<file path="src/rtl/vga_sync_gen_if.sv">
// rtl/vga_sync_gen_if.sv - run enable and sync/timing outputs of the VGA timing stage
interface vga_sync_gen_if #(
    parameter int CW = 10
) ();
    logic          en;
    logic          hsync;
    logic          vsync;
    logic          video_on;
    logic [CW-1:0] pixel_x;
    logic [CW-1:0] pixel_y;
    logic          pix_tick;
    logic          frame_start;

    modport master (
        input  en,
        output hsync, vsync, video_on, pixel_x, pixel_y, pix_tick, frame_start
    );

    modport slave (
        output en,
        input  hsync, vsync, video_on, pixel_x, pixel_y, pix_tick, frame_start
    );
endinterface

</file>
<file path="src/rtl/vga_sync_gen.sv">
// rtl/vga_sync_gen.sv - pixel-clock divider, h/v counters and registered sync decode
module vga_sync_gen #(
    parameter int PIX_DIV  = 4,
    parameter int H_VIS    = 640,
    parameter int H_FP     = 16,
    parameter int H_SYNC   = 96,
    parameter int H_BP     = 48,
    parameter int V_VIS    = 480,
    parameter int V_FP     = 10,
    parameter int V_SYNC   = 2,
    parameter int V_BP     = 33,
    parameter bit SYNC_POL = 1'b0,
    parameter int CW       = 10
) (
    input  logic           clk,
    input  logic           rst,
    vga_sync_gen_if.master vif
);
    localparam int H_TOT    = H_VIS + H_FP + H_SYNC + H_BP;
    localparam int V_TOT    = V_VIS + V_FP + V_SYNC + V_BP;
    localparam int HS_START = H_VIS + H_FP;
    localparam int HS_END   = H_VIS + H_FP + H_SYNC - 1;
    localparam int VS_START = V_VIS + V_FP;
    localparam int VS_END   = V_VIS + V_FP + V_SYNC - 1;
    localparam int DW       = (PIX_DIV > 1) ? $clog2(PIX_DIV) : 1;

    localparam logic [DW-1:0] DIV_LAST = DW'(PIX_DIV - 1);
    localparam logic [CW-1:0] H_LAST   = CW'(H_TOT - 1);
    localparam logic [CW-1:0] V_LAST   = CW'(V_TOT - 1);
    localparam logic          SYNC_ACT = SYNC_POL;

    logic [DW-1:0] div_cnt_q, div_cnt_d;
    logic [CW-1:0] h_cnt_q, h_cnt_d;
    logic [CW-1:0] v_cnt_q, v_cnt_d;
    logic          hsync_q, hsync_d;
    logic          vsync_q, vsync_d;
    logic          video_on_q, video_on_d;
    logic [CW-1:0] pixel_x_q, pixel_x_d;
    logic [CW-1:0] pixel_y_q, pixel_y_d;
    logic          pix_tick_q, pix_tick_d;
    logic          frame_start_q, frame_start_d;
    logic          tick;

    always_comb begin
        tick          = vif.en && (div_cnt_q == DIV_LAST);
        div_cnt_d     = div_cnt_q;
        h_cnt_d       = h_cnt_q;
        v_cnt_d       = v_cnt_q;
        hsync_d       = hsync_q;
        vsync_d       = vsync_q;
        video_on_d    = video_on_q;
        pixel_x_d     = pixel_x_q;
        pixel_y_d     = pixel_y_q;
        pix_tick_d    = 1'b0;
        frame_start_d = 1'b0;

        if (vif.en) begin
            div_cnt_d = tick ? '0 : div_cnt_q + 1'b1;
            if (tick) begin
                h_cnt_d = (h_cnt_q == H_LAST) ? '0 : h_cnt_q + 1'b1;
                if (h_cnt_q == H_LAST) begin
                    v_cnt_d = (v_cnt_q == V_LAST) ? '0 : v_cnt_q + 1'b1;
                end
            end

            // Outputs decode the pre-edge counters, so they trail the counters by one clk.
            pix_tick_d    = tick;
            pixel_x_d     = h_cnt_q;
            pixel_y_d     = v_cnt_q;
            video_on_d    = (h_cnt_q < CW'(H_VIS)) && (v_cnt_q < CW'(V_VIS));
            hsync_d       = (h_cnt_q >= CW'(HS_START) && h_cnt_q <= CW'(HS_END)) ? SYNC_ACT : ~SYNC_ACT;
            vsync_d       = (v_cnt_q >= CW'(VS_START) && v_cnt_q <= CW'(VS_END)) ? SYNC_ACT : ~SYNC_ACT;
            frame_start_d = tick && (h_cnt_q == '0) && (v_cnt_q == '0);
        end
    end

    always_ff @(posedge clk) begin
        if (rst) begin
            div_cnt_q     <= '0;
            h_cnt_q       <= '0;
            v_cnt_q       <= '0;
            hsync_q       <= ~SYNC_ACT;
            vsync_q       <= ~SYNC_ACT;
            video_on_q    <= 1'b0;
            pixel_x_q     <= '0;
            pixel_y_q     <= '0;
            pix_tick_q    <= 1'b0;
            frame_start_q <= 1'b0;
        end else begin
            div_cnt_q     <= div_cnt_d;
            h_cnt_q       <= h_cnt_d;
            v_cnt_q       <= v_cnt_d;
            hsync_q       <= hsync_d;
            vsync_q       <= vsync_d;
            video_on_q    <= video_on_d;
            pixel_x_q     <= pixel_x_d;
            pixel_y_q     <= pixel_y_d;
            pix_tick_q    <= pix_tick_d;
            frame_start_q <= frame_start_d;
        end
    end

    assign vif.hsync       = hsync_q;
    assign vif.vsync       = vsync_q;
    assign vif.video_on    = video_on_q;
    assign vif.pixel_x     = pixel_x_q;
    assign vif.pixel_y     = pixel_y_q;
    assign vif.pix_tick    = pix_tick_q;
    assign vif.frame_start = frame_start_q;
endmodule
</file>
<file path="src/flat_wrapper.sv">
// flat-port wrapper written by rule: the top's interface ports become plain ports
module vga_sync_gen_flat 
#(
    parameter int PIX_DIV  = 4,
    parameter int H_VIS    = 640,
    parameter int H_FP     = 16,
    parameter int H_SYNC   = 96,
    parameter int H_BP     = 48,
    parameter int V_VIS    = 480,
    parameter int V_FP     = 10,
    parameter int V_SYNC   = 2,
    parameter int V_BP     = 33,
    parameter bit SYNC_POL = 1'b0,
    parameter int CW       = 10
)
  (clk, rst, vif_en, vif_hsync, vif_vsync, vif_video_on, vif_pixel_x, vif_pixel_y, vif_pix_tick, vif_frame_start);
  vga_sync_gen_if #(.CW(CW)) vif_i ();
  input  logic clk;
  input  logic rst;
  input wire logic [$bits(vif_i.en)-1:0] vif_en;
  output wire logic [$bits(vif_i.hsync)-1:0] vif_hsync;
  output wire logic [$bits(vif_i.vsync)-1:0] vif_vsync;
  output wire logic [$bits(vif_i.video_on)-1:0] vif_video_on;
  output wire logic [$bits(vif_i.pixel_x)-1:0] vif_pixel_x;
  output wire logic [$bits(vif_i.pixel_y)-1:0] vif_pixel_y;
  output wire logic [$bits(vif_i.pix_tick)-1:0] vif_pix_tick;
  output wire logic [$bits(vif_i.frame_start)-1:0] vif_frame_start;
  assign vif_i.en = vif_en;
  assign vif_hsync = vif_i.hsync;
  assign vif_vsync = vif_i.vsync;
  assign vif_video_on = vif_i.video_on;
  assign vif_pixel_x = vif_i.pixel_x;
  assign vif_pixel_y = vif_i.pixel_y;
  assign vif_pix_tick = vif_i.pix_tick;
  assign vif_frame_start = vif_i.frame_start;
  vga_sync_gen #(.PIX_DIV(PIX_DIV), .H_VIS(H_VIS), .H_FP(H_FP), .H_SYNC(H_SYNC), .H_BP(H_BP), .V_VIS(V_VIS), .V_FP(V_FP), .V_SYNC(V_SYNC), .V_BP(V_BP), .SYNC_POL(SYNC_POL), .CW(CW)) u_core (.clk(clk), .rst(rst), .vif(vif_i));
endmodule
</file>
<file path="config.mk">
export PLATFORM = sky130hd
export DESIGN_NAME = vga_sync_gen_flat
export DESIGN_NICKNAME = d
export VERILOG_FILES = /design/src/rtl/vga_sync_gen_if.sv /design/src/rtl/vga_sync_gen.sv /design/src/flat_wrapper.sv
export SDC_FILE = /design/constraint.sdc
export NUM_CORES = 1
export LEC_CHECK = 0
export ABC_AREA = 1
export BUFFER_PORTS_ARGS = -buffer_cell sky130_fd_sc_hd__buf_2
export CAP_MARGIN = 0
export CORE_ASPECT_RATIO = 0.6
export CORE_UTILIZATION = 31
export DETAILED_ROUTE_END_ITERATION = 8
export GPL_TIMING_DRIVEN = 0
export PLACE_DENSITY = 0.57
export SYNTH_ARGS = -nofsm -noshare
export SYNTH_HDL_FRONTEND = slang
export SYNTH_SLANG_ARGS = --single-unit
</file>
<file path="constraint.sdc">
create_clock -name clk -period 1.7 [get_ports clk]
set_input_delay 0.085 -clock clk [delete_from_list [all_inputs] [get_ports clk]]
set_output_delay 0.085 -clock clk [all_outputs]
set_load 0.01 [all_outputs]
</file>
Word-level counts from Yosys, hierarchy flattened
Cells that the tools add are included.
- logic and storage cells: 39
- bits of input ports: 3
- flip-flop bits (word level): 47
- bitwise gates (word level): 1
- reductions and logical operators: 11
- multiplexer cells: 5
- equality and inequality tests: 3
- add/subtract/negate cells: 3
- magnitude comparators: 6
- operator list (operator ; count):
    $add 10x1->10 const B ; 2
    $eq 10x10->1 const B ; 2
    $logic_not 10->1 ; 2
    $mux 10 ; 2
    $ge 10x10->1 const B ; 1
    $ge 10x9->1 const B ; 1
    $le 10x10->1 const B ; 1
    $le 10x9->1 const B ; 1
    $lt 10x10->1 const B ; 1
    $lt 10x9->1 const B ; 1
    $logic_and 1x1->1 ; 6
    $reduce_and 3->1 ; 1
    $add 2x1->2 const B ; 1
    $eq 2x2->1 const B ; 1
    $mux 1 ; 2
    $mux 2 ; 1
    $reduce_and 2->1 ; 1
    $reduce_or 2->1 ; 1
    $not 1->1 ; 1

Depth between registers and ports, before layout
Gate-level depths: netlist of run 1.
- word-level depth: 4
- gate-level depth with buffers: 10
- depth with buffers taken out: 9

Worst setup path after synthesis of run 1
Ideal clock, no wire load.
- path type: reg-to-reg
- start point: register u_core.div_cnt_q[0]
- end point: register u_core.v_cnt_q[5]
- library setup time: 0.113 ns
- buffers on the path: 1
- arrival: 1.242 ns
- setup slack: 0.345 ns
- clock period less this slack: 1.355 ns
- stages on the path, launching flop included: 10
- path through: dfxtp_1 -> ha_1 -> nand2_4 -> nor2_2 -> nand2_2 -> nor2_4 -> buf_6 -> nand2_1 -> o21ai_1 -> nor2_1
- word-level cells in the longest chain between the ends: 3
- ends and longest elaborated chain (element ; RTL line ; text):
    start: declaration ; vga_sync_gen.sv:32 ; logic [DW-1:0] div_cnt_q, div_cnt_d;
    start signal: assignment ; vga_sync_gen.sv:90 ; div_cnt_q <= div_cnt_d;
    $eq 2x2->1 ; vga_sync_gen.sv:45 ; tick = vif.en && (div_cnt_q == DIV_LAST);
    $logic_and 1x1->1 ; vga_sync_gen.sv:45 ;
    $reduce_and 3->1 (no line) ; - ;
    end signal: assignment ; vga_sync_gen.sv:92 ; v_cnt_q <= v_cnt_d;
    end: declaration ; vga_sync_gen.sv:34 ; logic [CW-1:0] v_cnt_q, v_cnt_d;
Every way passes these cells.
A chain may end at the register's enable or synchronous reset.

Worst setup path after layout of run 1
- start point: register u_core.h_cnt_q[1]
- end point: register u_core.v_cnt_q[8]
- word-level cells in the longest chain between the ends: 2
- ends and longest elaborated chain (element ; RTL line ; text):
    start: declaration ; vga_sync_gen.sv:33 ; logic [CW-1:0] h_cnt_q, h_cnt_d;
    start signal: assignment ; vga_sync_gen.sv:91 ; h_cnt_q <= h_cnt_d;
    $eq 10x10->1 ; vga_sync_gen.sv:61 ; if (h_cnt_q == H_LAST) begin
    $reduce_and 3->1 (no line) ; - ;
Every way passes these cells.

==> results of run 1 <==
[layout by cell type, fill, tap and decap left out, drive strengths merged, types with 2 or more instances in the layout]
master / n
clkbuf: 13
o21ai: 27
xor2: 3
ha: 5
nand4: 5
nand3b: 2
inv: 33
nor3: 6
dfxtp: 47
buf: 32
nand3: 16
nand2: 53
nor2: 40
a21oi: 30
[per-stage QoR]
step / total power [W] / cell area [um2] / hold slack (ps) / std cells
floorplan: 0.00126 / 2080 / 169 / 283
global placement: 0.00131 / 2320 / 336 / 393
detailed placement: 0.00131 / 2320 / 338 / 393
CTS: 0.00196 / 2400 / 24.8 / 401
global route: 0.00204 / 2420 / 29.0 / 403
finish: 0.00195 / 2420 / 23.3 / 403
[flip-flops by register name, summed over array words and instances (netlist names)]
register                count
u_core.h_cnt_q             10
u_core.vif.video_on         1
u_core.vif.pixel_y         10
u_core.v_cnt_q             10
u_core.vif.pixel_x         10
u_core.div_cnt_q            2
u_core.vif.vsync            1
u_core.vif.pix_tick         1
u_core.vif.hsync            1
u_core.vif.frame_start      1
[kinds of logic (layout without fill, tap and decap cells)]
group	Yosys count	after routing	share of synthesized area
XOR/XNOR	3	3	0.0126
AO/OA/AOI/OAI	62	62	0.154
AND/OR/NAND/NOR	123	123	0.267
buffers and inverters	43	79	0.0835
adder cells (fa/ha/maj)	5	5	0.0300
flip-flops	47	47	0.452
[power by group through the flow]
| stage | clock, W | sequential (W) | combinational [W] |
|---|---|---|---|
| floorplan | 0 | 0.00118 | 0.0000757 |
| global placement | 0 | 0.00117 | 0.000140 |
| detailed placement | 0 | 0.00117 | 0.000142 |
| CTS | 0.000673 | 0.00115 | 0.000144 |
| global route | 0.000732 | 0.00115 | 0.000161 |
| finish | 0.000658 | 0.00115 | 0.000144 |
[metal layers]
metal | share of wire | track usage | routed length, um
met2 | 0.34 | 0.204 | 1830
met4 | 0.0053 | 0.0411 | 29
met1 | 0.56 | 0.274 | 3060
met3 | 0.095 | 0.0446 | 516
met5 | 0 | 0 | 0
[layout make-up]
| cell class | count | area share |
|---|---|---|
| plain buffers | 10 | 0.0206 |
| clock buffers | 7 | 0.0315 |
| clock inverters | 1 | 0.00206 |
| inverters | 33 | 0.0511 |
| multi-input cells | 193 | 0.403 |
| flip-flops and latches | 47 | 0.389 |
| well taps | 84 | 0.0433 |
| repair buffers | 28 | 0.0599 |
[worst paths after layout]
| kind | startpoint | to | slack, ps | cells after the start |
|---|---|---|---|---|
| setup / recovery | u_core.h_cnt_q[1] | u_core.v_cnt_q[8] | 100 | 9 |
| hold / removal | rst | u_core.vif.pix_tick | 20 | 2 |
| setup reg to reg | u_core.h_cnt_q[1] | u_core.v_cnt_q[8] | 100 | 9 |
| hold reg to reg | u_core.vif.pixel_y[3] | u_core.vif.pixel_y[3] | 460 | 1 |
[what timing repair did]
| item | 4_1_cts | 5_1_grt |
|---|---|---|
| pin swaps | 0 | 1 |
| setup endpoints to repair | 3 | 7 |
| hold endpoints to repair | 0 | 0 |
| setup buffers | 0 | 2 |
| gates resized for setup | 1 | 3 |
==> qor.yml, run 1 <==
cp.arrival_ps: 1800
wire_per_inst_um: 13.5
synth_edf_count: 0
fp.coreArea_um2: 6300
slew_headroom: 0.602
cp.required_ps: 1900
setup_slack_ps: 104
p_sw_w: 0.000478
syn_inst: 283
gr-total-overflow: 0
worst-setup-path-type: "reg2reg"
worst_setup_path_end_kind: "register"
async_flop_share: 0
synth.area.top_cells: "dfxtp_1 45%, nand2_1 8.7%, a21oi_1 7.2%, nor2_1 6.7%, o21ai_0 6.3%"
tightest_slew_ps: 597
crit_chain: "ha_1 > nand3_1 > nor2_2 > nand3_2 > buf_4 > nor2_1 > nand3_1 > nand2_1 > nor2_1"
final_util: 0.385
post_synth_most_frequent_cells: "48 x nand2_1, 47 x dfxtp_1, 37 x nor2_1"
ir_worst_vdd_uv: 354
numPortBuffers: 26
synth-seq-cells: 47
ys.flop_type: "dfxtp_1"
crit_slowest_cell: "dfxtp_1"
routed_wl_um: 5430
synth_top_area_share: 0.452
n_fill_cell: 657
cts.root.buffer_cell: "clkbuf_8"
cts_tree: "yes"
hold_buffers: 0
dp_hpwl_um: 4100
status: "completed"
critical_path.top_delay_family: "simple AND/OR/NAND/NOR gates"
final_hold_viol_count: 0
p_sw_frac: 0.245
fmax_ghz: 0.627
drc: 0
yosysMostFrequentCell: "nand2_1"
power_frac_seq: 0.588
start_util: 0.330
worst-path-buf-inv: 1
syn_nets: 291
pwr-share-comb: 0.074
yosysTopAreaCell: "dfxtp_1"
post_drt_via_cell_ratio: 4.75
rows: 22
clock_path_buffers: 2
period_share: 0.939
hp-class: "in2reg"
num_vias: 1914
n_antenna_cell: 0
p_leak_nw: 1.04
grtUsageTotal: 0.168
drt_first_pass_iters: 4
fp.dieArea_um2: 7060
finalNetCount: 326
ios: 28
clk_latency_ps: 300
clkTransAtPathRegs_ps: 90
cts.sink_count: 47
internal-power_w: 0.00147
yosysWarnings: 0
die_y_um: 65.5
pwr-share-clk: 0.338
antenna_found_initial: 0
htree_levels: 2
yosys.cell_types.count: 31
cp_slowest_stage_delay_ps: 380
die_w_um: 108
layout-drive-gt1-share: 0.163
seq_area_um2: 942
syn-cell-area_um2: 2080
maxCapViolations: 0
rsz0062_at_grt: "no"
maxSlewViolCount: 0
critPathLaunchType: "register"
setup_viol: 0
period_needed_ps: 1600
grt_pass1_wl_um: 8830
syn_to_final_growth_pct: 16.5
multiInputGateArea_um2: 977
grt_start_max_net_pins: 14
tns_ps: 0
yosysSeqAreaShare: 0.452
gp_congestion: 0.822
skew_ps: 4.05
drt_iter0_drc: 162
numCtsBuffers: 5
cp_max_fo: 3
place_ws_ps: -2.39
power_density_nw_per_um2: 804
grt_pass1_vias: 1737
antenna_left: 0
avgSynthCellArea_um2: 7.36
(Power assumes the default switching activity.)
==> run 2, diff against run 1 <==
--- a/config.mk
+++ b/config.mk
@@ -10,6 +10,7 @@
 export CAP_MARGIN = 0
 export CORE_ASPECT_RATIO = 0.6
 export CORE_UTILIZATION = 31
+export CTS_BUF_LIST = sky130_fd_sc_hd__clkbuf_8 sky130_fd_sc_hd__clkbuf_16
 export DETAILED_ROUTE_END_ITERATION = 8
 export GPL_TIMING_DRIVEN = 0
 export PLACE_DENSITY = 0.57
==> run 2 against run 1 <==
Against the previous run:
- combinational power about the same
- final area unchanged
- via count decreased by 0.16%
- die area unchanged
- utilization unchanged
- largest power group unchanged
==> qor.yml, run 2 (synthesized netlist as in run 1, its figures left out) <==
grt_pass1_wl_um: 8830
setup_slack_ps: 104
n_fill_cell: 657
fp.coreArea_um2: 6300
worst-setup-path-type: "reg2reg"
cp.arrival_ps: 1800
routed_wl_um: 5430
setup_viol: 0
cts.root.buffer_cell: "clkbuf_8"
num_vias: 1911
fp.dieArea_um2: 7060
drt_iter0_drc: 152
drc: 0
critPathLaunchType: "register"
cts.sink_count: 47
crit_slowest_cell: "dfxtp_1"
grt_pass1_vias: 1737
final_common_cell: "nand2_1"
numCtsBuffers: 5
highest_layer: "met4"
gr-total-overflow: 0
clkTransAtPathRegs_ps: 90
place_inst: 393
hold_ws_ps: 23.4
gp_congestion: 0.822
ir_worst_vdd_uv: 354
critical_path.top_delay_family: "simple AND/OR/NAND/NOR gates"
wl_met1_um: 3070
tightest_slew_ps: 597
place_ws_ps: -2.39
final_util: 0.385
p_leak_nw: 1.04
rows: 22
final_hold_viol_count: 0
layout-drive-gt1-share: 0.163
slew_headroom: 0.602
fmax_ghz: 0.627
dp_hpwl_um: 4100
dr_wl_met3_um: 514
cts_tree: "yes"
worst_setup_path_end_kind: "register"
rsz0062_at_grt: "no"
power_density_nw_per_um2: 799
maxCapViolations: 0
antenna_left: 0
skew_ps: 4.11
grtUsageTotal: 0.168
layout_common_cells: "48 x nand2_1, 46 x dfxtp_1, 36 x nor2_1, 33 x inv_1, 30 x a21oi_1"
worst-path-buf-inv: 1
antenna_found_initial: 0
die_y_um: 65.5
period_needed_ps: 1600
syn_to_final_growth_pct: 16.5
finalNetCount: 326
cp_slowest_stage_delay_ps: 380
wl_met2_um: 1810
wire_per_inst_um: 13.5
cp_max_fo: 3
htree_levels: 2
crit_chain: "ha_1 > nand3_1 > nor2_2 > nand3_2 > buf_4 > nor2_1 > nand3_1 > nand2_1 > nor2_1"
die_w_um: 108
maxSlewViolCount: 0
status: "completed"
hold_buffers: 0
start_util: 0.330
clock_path_buffers: 2
drt_first_pass_iters: 4
n_antenna_cell: 0
period_share: 0.939
final_cells: 403
ios: 28
numPortBuffers: 26
cp.required_ps: 1900
tns_ps: 0
grt_start_max_net_pins: 14
post_drt_via_cell_ratio: 4.74
hp-class: "in2reg"
clk_latency_ps: 300
[run 2: cell types whose count changed in the layout (fill, tap and decap cells not counted), sizes merged]
cell / previous run / this run
clkbuf: 13 / 11
inv: 33 / 35
[run 2: cell type report]
type | count | area (um2) | area share
inverter | 33 | 124 | 0.0511
timing repair buffer | 28 | 145 | 0.0599
multi-input combinational | 193 | 977 | 0.403
clock inverter | 3 | 12.5 | 0.00516
tap | 84 | 105 | 0.0433
clock buffer | 5 | 68.8 | 0.0284
sequential | 47 | 942 | 0.389
buffer | 10 | 50.0 | 0.0206
[run 2: per-stage QoR]
stage,power (W),area (um2)
4_1_cts,0.00195,2400
2_1_floorplan,0.00126,2080
3_3_place_gp,0.00131,2320
5_1_grt,0.00203,2420
3_5_place_dp,0.00131,2320
6_report,0.00194,2420
[run 2: timing repair]
| item | CTS | global route |
|---|---|---|
| setup buffers | 0 | 2 |
| resized for setup | 1 | 3 |
| endpoints found under the hold margin | 0 | 0 |
| pin swaps | 0 | 1 |
| setup endpoints to repair | 3 | 7 |
[run 2: report_power, final]
part / leakage, nW / switching (W) / internal [W]
Clock: 0.0505 / 0.000369 / 0.000278
Sequential: 0.384 / 0.0000157 / 0.00113
Combinational: 0.610 / 0.0000939 / 0.0000503
Total: 1.04 / 0.000479 / 0.00146
[run 2: final timing paths]
| check | start | end | slack (ps) | depth (start not counted) |
|---|---|---|---|---|
| max reg2reg | u_core.h_cnt_q[1] | u_core.v_cnt_q[8] | 100 | 9 |
| max | u_core.h_cnt_q[1] | u_core.v_cnt_q[8] | 100 | 9 |
| min reg2reg | u_core.vif.pixel_y[3] | u_core.vif.pixel_y[3] | 460 | 1 |
| min | rst | u_core.vif.pix_tick | 20 | 2 |
[run 2: layer usage]
metal,vias up,global-route usage
met5,-,0
met4,0,0.0411
met3,4,0.0446
met2,63,0.204
met1,851,0.274
li1,993,-
